==> config.mk <==
export PLATFORM = sky130hd
export DESIGN_NAME = store_buffer
export DESIGN_NICKNAME = d
export VERILOG_FILES = /design/src/rtl/store_buffer_pkg.sv /design/src/rtl/sb_byte_forward.sv /design/src/rtl/store_buffer.sv
export SDC_FILE = /design/constraint.sdc
export NUM_CORES = 1
export LEC_CHECK = 0
export CORE_MARGIN = 3
export CORE_UTILIZATION = 57
export DETAILED_ROUTE_END_ITERATION = 12
export GPL_ROUTABILITY_DRIVEN = 0
export PLACE_DENSITY = 0.81
export REMOVE_ABC_BUFFERS = 1
export SETUP_SLACK_MARGIN = 0.15
export SYNTH_ARGS = -nofsm -noshare
export SYNTH_HDL_FRONTEND = slang
export SYNTH_SLANG_ARGS = --single-unit
export TNS_END_PERCENT = 1
==> constraint.sdc <==
create_clock -name clk -period 7.3 [get_ports clk]
set_input_delay 0.73 -clock clk [delete_from_list [all_inputs] [get_ports clk]]
set_output_delay 0.73 -clock clk [all_outputs]
set_load 0.01 [all_outputs]
==> src/rtl/store_buffer_pkg.sv <==
// store_buffer_pkg: shared types and constants for the store buffer.
//   SB_XLEN / SB_ADDR_W / SB_DEPTH : default data width, address width, depth
//   byte_offset_bits()              : byte-offset bits inside one data word
//   sb_entry_t                      : one buffered store {valid, waddr, data, be}
// The entry struct is sized by the package widths; the top checks at
// elaboration that its XLEN/ADDR_W agree with them.
package store_buffer_pkg;

    localparam int SB_XLEN   = 32;
    localparam int SB_ADDR_W = 32;
    localparam int SB_DEPTH  = 4;

    function automatic int byte_offset_bits(input int xlen);
        return $clog2(xlen / 8);
    endfunction

    localparam int SB_OFS = byte_offset_bits(SB_XLEN);
    localparam int SB_WA  = SB_ADDR_W - SB_OFS;   // word-address width
    localparam int SB_NB  = SB_XLEN / 8;          // byte lanes

    typedef struct packed {
        logic               valid;
        logic [SB_WA-1:0]   waddr;
        logic [SB_XLEN-1:0] data;
        logic [SB_NB-1:0]   be;
    } sb_entry_t;

endpackage

==> src/rtl/sb_byte_forward.sv <==
// sb_byte_forward: combinational youngest-first per-lane forwarding select.
//   i_ent   : entry array (circular, oldest at i_head)
//   i_head  : index of the oldest entry
//   i_waddr : lookup word address
//   o_data  : per-lane byte from the youngest matching entry (0 if none)
//   o_mask  : lanes for which some entry supplied a byte
module sb_byte_forward
    import store_buffer_pkg::*;
#(
    parameter int DEPTH = SB_DEPTH,
    localparam int PW   = $clog2(DEPTH)
) (
    input  sb_entry_t [DEPTH-1:0] i_ent,
    input  logic [PW-1:0]         i_head,
    input  logic [SB_WA-1:0]      i_waddr,
    output logic [SB_XLEN-1:0]    o_data,
    output logic [SB_NB-1:0]      o_mask
);

    logic [PW-1:0] w_idx;

    // Walk oldest -> youngest so a later (younger) match overwrites an older
    // one. Valid entries are contiguous from the head, so invalid slots are
    // simply skipped.
    always_comb begin
        o_data = '0;
        o_mask = '0;
        w_idx  = '0;
        for (int k = 0; k < DEPTH; k++) begin
            w_idx = i_head + PW'(k);
            for (int l = 0; l < SB_NB; l++) begin
                if (i_ent[w_idx].valid && i_ent[w_idx].waddr == i_waddr && i_ent[w_idx].be[l]) begin
                    o_data[8*l +: 8] = i_ent[w_idx].data[8*l +: 8];
                    o_mask[l]        = 1'b1;
                end
            end
        end
    end

endmodule

==> src/rtl/store_buffer.sv <==
// store_buffer: DEPTH-entry store FIFO between EX and data memory with
// per-byte enables and youngest-first store-to-load forwarding.
//   st_*   : store enqueue (valid/ready), byte address, lane-aligned data, be
//   ld_*   : combinational load lookup; ld_data/ld_hit/ld_partial
//   mem_*  : head entry toward memory, popped on mem_we && mem_ready
//   count/empty/full : occupancy
//   reset  : synchronous, active low; outputs read as idle while asserted
// Build option: define STORE_BUFFER_COALESCE_EN to merge a store into the
// youngest entry when both hit the same word.
module store_buffer
    import store_buffer_pkg::*;
#(
    parameter int XLEN   = SB_XLEN,
    parameter int ADDR_W = SB_ADDR_W,
    parameter int DEPTH  = SB_DEPTH
) (
    input  logic                     clk,
    input  logic                     reset,
    input  logic                     st_valid,
    output logic                     st_ready,
    input  logic [ADDR_W-1:0]        st_addr,
    input  logic [XLEN-1:0]          st_wdata,
    input  logic [XLEN/8-1:0]        st_be,
    input  logic                     ld_valid,
    input  logic [ADDR_W-1:0]        ld_addr,
    input  logic [XLEN/8-1:0]        ld_be,
    output logic [XLEN-1:0]          ld_data,
    output logic                     ld_hit,
    output logic                     ld_partial,
    output logic                     mem_we,
    output logic [ADDR_W-1:0]        mem_addr,
    output logic [XLEN-1:0]          mem_wdata,
    output logic [XLEN/8-1:0]        mem_be,
    input  logic                     mem_ready,
    output logic [$clog2(DEPTH):0]   count,
    output logic                     empty,
    output logic                     full
);

    localparam int OFS = byte_offset_bits(XLEN);
    localparam int NB  = XLEN / 8;
    localparam int PW  = $clog2(DEPTH);
    localparam int CW  = PW + 1;

    if (XLEN != SB_XLEN || ADDR_W != SB_ADDR_W || OFS != SB_OFS) begin : g_width_chk
        $error("store_buffer: XLEN/ADDR_W must match store_buffer_pkg");
    end
    if (DEPTH < 2 || DEPTH > 16 || (1 << PW) != DEPTH) begin : g_depth_chk
        $error("store_buffer: DEPTH must be a power of 2 in 2..16");
    end

    sb_entry_t [DEPTH-1:0] r_ent;
    logic [PW-1:0]         r_head, r_tail;
    logic [CW-1:0]         r_count;

    logic              w_empty, w_push, w_pop, w_merge, w_ld_on;
    logic [SB_WA-1:0]  w_st_waddr, w_ld_waddr;
    logic [XLEN-1:0]   w_fwd_data;
    logic [NB-1:0]     w_fwd_mask, w_cov;
    sb_entry_t         w_head_ent;
    logic              w_unused_ofs;

    assign w_st_waddr   = st_addr[ADDR_W-1:OFS];
    assign w_ld_waddr   = ld_addr[ADDR_W-1:OFS];
    assign w_unused_ofs = ^{st_addr[OFS-1:0], ld_addr[OFS-1:0]};

    // Occupancy flags are forced idle while reset is held so the core never
    // sees stale entries during the reset cycle.
    assign w_empty = (r_count == '0);
    assign empty   = w_empty || !reset;
    assign full    = (r_count == CW'(DEPTH)) && reset;
    assign count   = reset ? r_count : '0;

    assign w_head_ent = r_ent[r_head];
    assign mem_we     = !empty;
    assign mem_addr   = {w_head_ent.waddr, {OFS{1'b0}}};
    assign mem_wdata  = w_head_ent.data;
    assign mem_be     = w_head_ent.be;
    assign w_pop      = mem_we && mem_ready;

`ifdef STORE_BUFFER_COALESCE_EN
    logic [PW-1:0] w_young;
    logic          w_merge_ok;
    assign w_young = r_tail - PW'(1);
    // Never merge into a head that is leaving this cycle.
    assign w_merge_ok = !w_empty && r_ent[w_young].valid
                        && (r_ent[w_young].waddr == w_st_waddr)
                        && !((w_young == r_head) && w_pop);
    assign st_ready = !full || w_merge_ok;
    assign w_merge  = st_valid && w_merge_ok && reset;
`else
    assign st_ready = !full;
    assign w_merge  = 1'b0;
`endif

    assign w_push = st_valid && st_ready && !w_merge;

    always_ff @(posedge clk) begin
        if (!reset) begin
            r_head  <= '0;
            r_tail  <= '0;
            r_count <= '0;
            for (int i = 0; i < DEPTH; i++) r_ent[i].valid <= 1'b0;
        end else begin
            // push never lands on the popping slot: push needs !full, pop needs !empty
            if (w_push) begin
                r_ent[r_tail] <= sb_entry_t'{valid: 1'b1, waddr: w_st_waddr, data: st_wdata, be: st_be};
                r_tail        <= r_tail + PW'(1);
            end
`ifdef STORE_BUFFER_COALESCE_EN
            if (w_merge) begin
                for (int l = 0; l < NB; l++)
                    if (st_be[l]) r_ent[w_young].data[8*l +: 8] <= st_wdata[8*l +: 8];
                r_ent[w_young].be <= r_ent[w_young].be | st_be;
            end
`endif
            if (w_pop) begin
                r_ent[r_head].valid <= 1'b0;
                r_head              <= r_head + PW'(1);
            end
            r_count <= r_count + CW'(w_push) - CW'(w_pop);
        end
    end

    sb_byte_forward #(.DEPTH(DEPTH)) u_fwd (
        .i_ent   (r_ent),
        .i_head  (r_head),
        .i_waddr (w_ld_waddr),
        .o_data  (w_fwd_data),
        .o_mask  (w_fwd_mask)
    );

    assign w_ld_on    = ld_valid && reset;
    assign w_cov      = w_fwd_mask & ld_be;
    assign ld_hit     = w_ld_on && (ld_be != '0) && (w_cov == ld_be);
    assign ld_partial = w_ld_on && (w_cov != '0) && (w_cov != ld_be);

    // Only lanes that are both requested and forwarded carry data.
    always_comb begin
        ld_data = '0;
        for (int l = 0; l < NB; l++)
            if (w_ld_on && w_cov[l]) ld_data[8*l +: 8] = w_fwd_data[8*l +: 8];
    end

endmodule

==> summary.md <==
| Metric | Value |
|---|---|
| Status | `completed` |
| Worst skew pair latency | `560 ps` |
| Internal power consumption | `3.35 mW` |
| Worst-Margin Slew | `1150 ps` |
| Switching share of total power | `31.4%` |
| TritonCTS sink count | `275` |
| Initial antenna violation count | `4` |
| Max cap viols | `0` |
| Synth Area in Adders | `0.805%` |
| R2R setup slack | `4600 ps` |
| Fillers | `2202` |
| Gr ovfl total | `0` |
| Ports | `218` |
| Minimum clock period | `6780 ps` |
| Startpoint Class | `flop` |
| CP required | `6570 ps` |
| Async SR Flop Fraction | `0%` |
| Sequential share of the synthesized area | `45.2%` |
| Synth warn | `0` |
| GRT Total Usage | `28.8%` |
| Fin nets | `1768` |
| Final ANT Viol Nets | `0` |
| Post-Synth Simple-Gate Area | `9.51%` |
| Hold path cells | `2` |
| Unrepaired setup endpoints after global routing | `no` |
| Die X | `184 um` |
| F_max | `147 MHz` |
| Core box area | `30900 um^2` |
| DRT Pass-1 Iters | `6` |
| Overall power | `4.88 mW` |
| Initial DRC count | `1645` |
| Post-synthesis mux area share | `24.3%` |
| HP Start | `r_ent[267]` |
| Total Wirelength | `50300 um` |
| # hold bufs at CTS | `0` |
| Compound-Gate Fraction of Synth Area | `10.7%` |
| Clock power frac | `28.7%` |
| Reg2Reg Depth | `5` |
| Row count | `64` |
| Setup CP Type | `reg2out` |
| Pwr Density | `231 nW/um^2` |
| Dpl cells | `2012` |
| Post-CTS setup buffers | `0` |
| Sequential Power Share | `38.3%` |
| WP data arrival | `6050 ps` |
| Comb power frac | `33.0%` |
| Post-synth EDFFs | `264` |
| Hold path endpoint | `r_ent[267]` |
| Post-Synthesis Cell Area | `18000 um^2` |
| R2R Path Start | `r_count[1]` |
| H-tree depth | `1` |
| HP Class | `reg2reg` |
| Worst slack at placement | `1020 ps` |
| Setup violators final | `0` |
| P&R area growth vs syn | `17.3%` |
| Sw Pwr | `1.53 mW` |
| Deepest clock path buffer count | `3` |
| Slew Viols, Final | `0` |
| First-pass GRT wire length | `76000 um` |
| Hold Vio Cnt, Final | `0` |
| Dpl hpwl | `33600 um` |
| Vias in the first global route | `13467` |
| Routed WL per cell | `24.3 um` |
| Mean post-synth cell area | `12.0 um^2` |
| Starting Density | `58.3%` |
| Largest family of logic cells by synthesized area | `multiplexers` |
| CP startpoint | `r_head[0]` |
| Crit-path max FO | `30` |
| Quantity of I/O buffers inserted on ports | `211` |
| CTS Buf Count | `29` |
| Fin worst setup slack | `517 ps` |
| Die area | `33800 um^2` |
| CTS tree | `done` |
| Main synth FF type | `edfxtp_1` |
| Synth Area in XOR/XNOR | `5.01%` |
| Clock root buffer | `clkbuf_16` |
| Synth cell types | `86` |
| Chip height | `184 um` |
| Fin Clk Skew | `8.07 ps` |
| Post-Layout Cell Count | `2070` |
| Layout cells sized above 1 | `13.7%` |
| Leak | `6.90 nW` |
| Largest net degree at the start of global routing | `160` |
| Maximum vdd drop | `0.000210 V` |
| Synth Instances | `1498` |
| Tcrit/Tclk final | `92.9%` |
| Post-CTS sizing | `0` |
| DRC viols | `0` |
| Vias | `13885` |
| Routed vias/inst | `6.71` |
| Setup crit end kind | `primary output` |
| Yosys reg bits | `275` |
| Reg clk slew, reported paths | `60 ps` |
| Worst slew margin | `23.0%` |
-- routing by layer --
metal / global-route usage (%) / share of wire [%] / routed length, um / up-vias
met3: 5.05 / 9.3 / 4670 / 154
met1: 38.3 / 39 / 19600 / 6783
met4: 11.6 / 4.0 / 1990 / 2
met2: 47.6 / 48 / 24000 / 822
met5: 0 / 0.026 / 13 / -
li1: - / - / - / 6124
-- cells by family after synthesis --
family | Yosys count
multiplexers | 343
other | 1
XOR/XNOR | 103
adder cells (fa/ha/maj) | 11
AND/OR/NAND/NOR | 316
flip-flops | 275
buffers and inverters | 165
AO/OA/AOI/OAI | 284
-- through the flow --
step / TNS [ps] / utilization [%] / hold WS (ps) / area (um^2)
final: 0 / 68.4 / 558 / 21100
after global routing: 0 / 68.4 / 589 / 21100
after CTS: 0 / 68.3 / 553 / 21100
after detailed placement: 0 / 65.4 / 542 / 20200
after global placement: 0 / 65.4 / 533 / 20200
after floorplan: -654350 / - / 502 / 17400
-- power groups by stage --
stage	combinational (mW)	clock (mW)	sequential (mW)
2_1_floorplan	1.22	0	2.00
3_3_place_gp	1.54	0	1.89
3_5_place_dp	1.57	0	1.90
4_1_cts	1.58	1.41	1.87
5_1_grt	1.71	1.48	1.88
6_report	1.61	1.40	1.87
-- area by class of cell --
type                    instances  area, um^2  share of cell area, %
multi-input cells            1059        9100                   43.1
well taps                     396         495                   2.34
flip-flops and latches        275        8160                   38.6
clock buffers                  35         748                   3.54
repair buffers                234        2310                   10.9
clock inverters                18         134                  0.633
inverters                      49         184                  0.870
diodes                          4        10.0                 0.0473
-- cell usage in the layout, fill, tap and decap left out, drive strengths merged, types with 10 or more instances in the layout --
| cell | count |
|---|---|
| nor3 | 17 |
| inv | 49 |
| clkinv | 16 |
| and2 | 16 |
| nand2 | 48 |
| a22o | 10 |
| xor2 | 20 |
| o211ai | 13 |
| a21oi | 91 |
| dfxtp | 11 |
| o21ai | 33 |
| nand3 | 39 |
| nand4 | 15 |
| xnor2 | 83 |
| nor3b | 10 |
| clkdlybuf4s50 | 211 |
| mux4 | 68 |
| mux2i | 215 |
| clkbuf | 35 |
| a211oi | 36 |
| buf | 23 |
| edfxtp | 264 |
| a2111oi | 17 |
| nor4 | 16 |
| nor2 | 110 |
| mux2 | 60 |
| o22ai | 23 |
| ha | 10 |
| and3 | 19 |
-- synthesized netlist by cell type (36+ instances only) --
| library cell | count | area share [%] |
|---|---|---|
| edfxtp_1 | 264 | 44 |
| mux2i_1 | 210 | 12 |
| nor2_1 | 107 | 2.2 |
| a21oi_1 | 91 | 2.5 |
| xnor2_1 | 83 | 4.0 |
| mux4_2 | 68 | 8.5 |
| mux2_2 | 59 | 3.7 |
| clkbuf_1 | 52 | 1.1 |
| inv_1 | 47 | 0.98 |
| nand2_1 | 47 | 0.98 |
| nand3_1 | 37 | 1.0 |
| a211oi_1 | 36 | 1.5 |
-- critical path, stage by stage (launching register included) --
cell and delay (ps):
dfxtp_4 510, clkinv_1 390, ha_4 780, mux4_2 410
xnor2_1 310, o2111ai_1 150, a2111oi_0 480, nand3_1 300
or3_1 490, nor2b_1 680, o211ai_1 200, o31ai_1 160
clkdlybuf4s50_1 610
-- how the worst max path moves through the flow --
| stage | end | slack [ps] | cells past startpoint |
|---|---|---|---|
| after floorplan | ld_data[10] | -11360 | 11 |
| after global placement | ld_data[10] | 1190 | 12 |
| after detailed placement | ld_data[10] | 1020 | 13 |
| after CTS | ld_data[10] | 430 | 13 |
| after global routing | ld_data[4] | 330 | 13 |
| final | ld_data[10] | 520 | 12 |
Power figures use the tool's default switching activity.
==> variant: new RTL, same flow settings <==
Make the reset (`reset`) asynchronous in one clocked block.
--- a/src/rtl/store_buffer.sv
+++ b/src/rtl/store_buffer.sv
@@ -95,7 +95,7 @@
 
     assign w_push = st_valid && st_ready && !w_merge;
 
-    always_ff @(posedge clk) begin
+    always_ff @(posedge clk or negedge reset) begin
         if (!reset) begin
             r_head  <= '0;
             r_tail  <= '0;
Check against the original RTL: not settled (the Yosys comparison gave no result); the edit may change what the design does.
==> variant against the original RTL <==
  * Maximum frequency fell by 2.0%
  * Routed wire length rose by 0.95%
  * Die area rose by 3.1%
  * Sequential cell count did not move
  * Setup slack got worse by 0.14 ns
  * Final area rose by 4.0%
  * Sequential share of layout area fell by 1.2 points
  * Area after synthesis rose by 3.2%
  * Critical path type unchanged
  * Critical endpoint is now ld_data[21]
Power is not compared: it rests on default switching activity, and its combinational part moved more than twofold at a synthesized area within 25%.
==> variant: results (changes against the original RTL) <==
[setup_path]
crit_end=ld_data[21]
crit_arrival_ns=6.19  ; +0.14 ns
cp_slowest_stage_delay_ns=0.83  ; +0.05 ns
startpoint=r_head[1]
slowest_stage=dfrtp_4
r2r_start=r_count[2]
path_max_fanout=37  ; +23%
regToRegSetupSlack_ns=4.50  ; -0.10 ns

[global_routing]
grt_util_met3_pct=5.15  ; +0.10 points
grt_pass1_wl_mm=78.8  ; +3.6%
antenna_found_initial=5  ; +1
grt_pass1_vias=13700  ; +1.4%
grt_util_all_layers_pct=28.5  ; -0.31 points
use_met1_pct=38.8  ; +0.55 points
use_met2_pct=47.3  ; -0.35 points
grt_max_degree=146  ; -8.8%

[timing]
worst_slew_pin_slew_ns=1.04  ; -0.110 ns
skew_ns=0.0162  ; +0.00810 ns
period_minus_slack_ns=6.92  ; +0.137 ns

[drt]
wl_met3_mm=5.26  ; +13%
viasPerCell=6.88  ; +2.5%
wl_per_cell_um=25.1  ; +3.4%
drtIter0Drc=1766  ; +7.4%
wl_met2_mm=24.6  ; +2.4%
drt_pass1_iterations=5  ; -1
wl_met1_mm=19.1  ; -2.3%

[finish]
non_clock_inverter_count=26  ; -47%
num-multi-input-gates=988  ; -6.7%
sh_seq_area_pct=37.4  ; -1.2 points
synthToLayoutAreaGrowth_pct=18.1
clkbuf_count=36  ; +2.9%
drive_above_1_share_pct=19.2  ; +5.5 points
buffer_area_share_pct=10.7  ; -0.26 points
diodes=3  ; -1
buffers=237  ; +1.3%
finalNonFillerCells=2020  ; -2.4%
fin_nets=1678  ; -5.1%
multi_input_area_share_pct=44.3  ; +1.2 points
nFillCells=2215  ; +0.59%
clock_area_share_pct=4.77  ; +0.60 points

[synth]
ys_seq_area_share_pct=44.1  ; -1.1 points
synthCells=1405  ; -6.2%
synth_commonest_cells=edfxtp_1, mux4_2, mux2i_1
syn_area_per_cell_um2=13.2  ; +10%
yosys-top-cells-area=edfxtp_1, mux4_2, mux2i_1
synthArstFlopShare_pct=4.00  ; +4.0 points
ys_types=82  ; -4.7%

[clock_network]
cts_buffers=30  ; +3.4%

[min_path]
min_path_cells=1  ; -1

[place]
hpwl_mm=35.2  ; +4.7%
dpl_worst_slack_ns=1.00  ; -0.0150 ns
placed_cell_area_mm2=0.0209  ; +3.4%
io_buffers=211  ; unchanged

[run_status]
status=finished clean

[power_and_ir_drop]
switching_power_w=0.00331

variant: cell types whose count changed after synthesis, sizes merged, moves of 10 or more:
| cell | change |
|---|---|
| o22ai | -16 |
| mux4 | +84 |
| a2111oi | -12 |
| nand2 | +28 |
| nor2 | -58 |
| a211oi | -30 |
| o21ai | +27 |
| a21oi | -39 |
| dfxtp | -11 |
| inv | -24 |
| xnor2 | +10 |
| mux2i | -69 |
| dfrtp | +11 |
variant: cell families after synthesis:
family / Yosys count / synth area share (%)
fa+ha+maj: 11 / 0.780
compound gates: 211 / 7.56
flops: 275 / 44.1
simple gates: 306 / 9.05
other cells: 1 / 0.0202
buf+inv: 143 / 3.95
mux: 351 / 29.5
xor+xnor: 107 / 5.04
variant: worst min path at each step:
stage                       endpoint  startpoint  slack, ns
after floorplan           r_count[0]       reset       0.43
after global placement    r_count[2]  r_count[2]       0.47
after detailed placement  r_count[2]  r_count[2]       0.51
after CTS                 r_count[2]  r_count[2]       0.51
after global routing      r_ent[267]       reset       0.55
final                     r_count[2]  r_count[2]       0.51
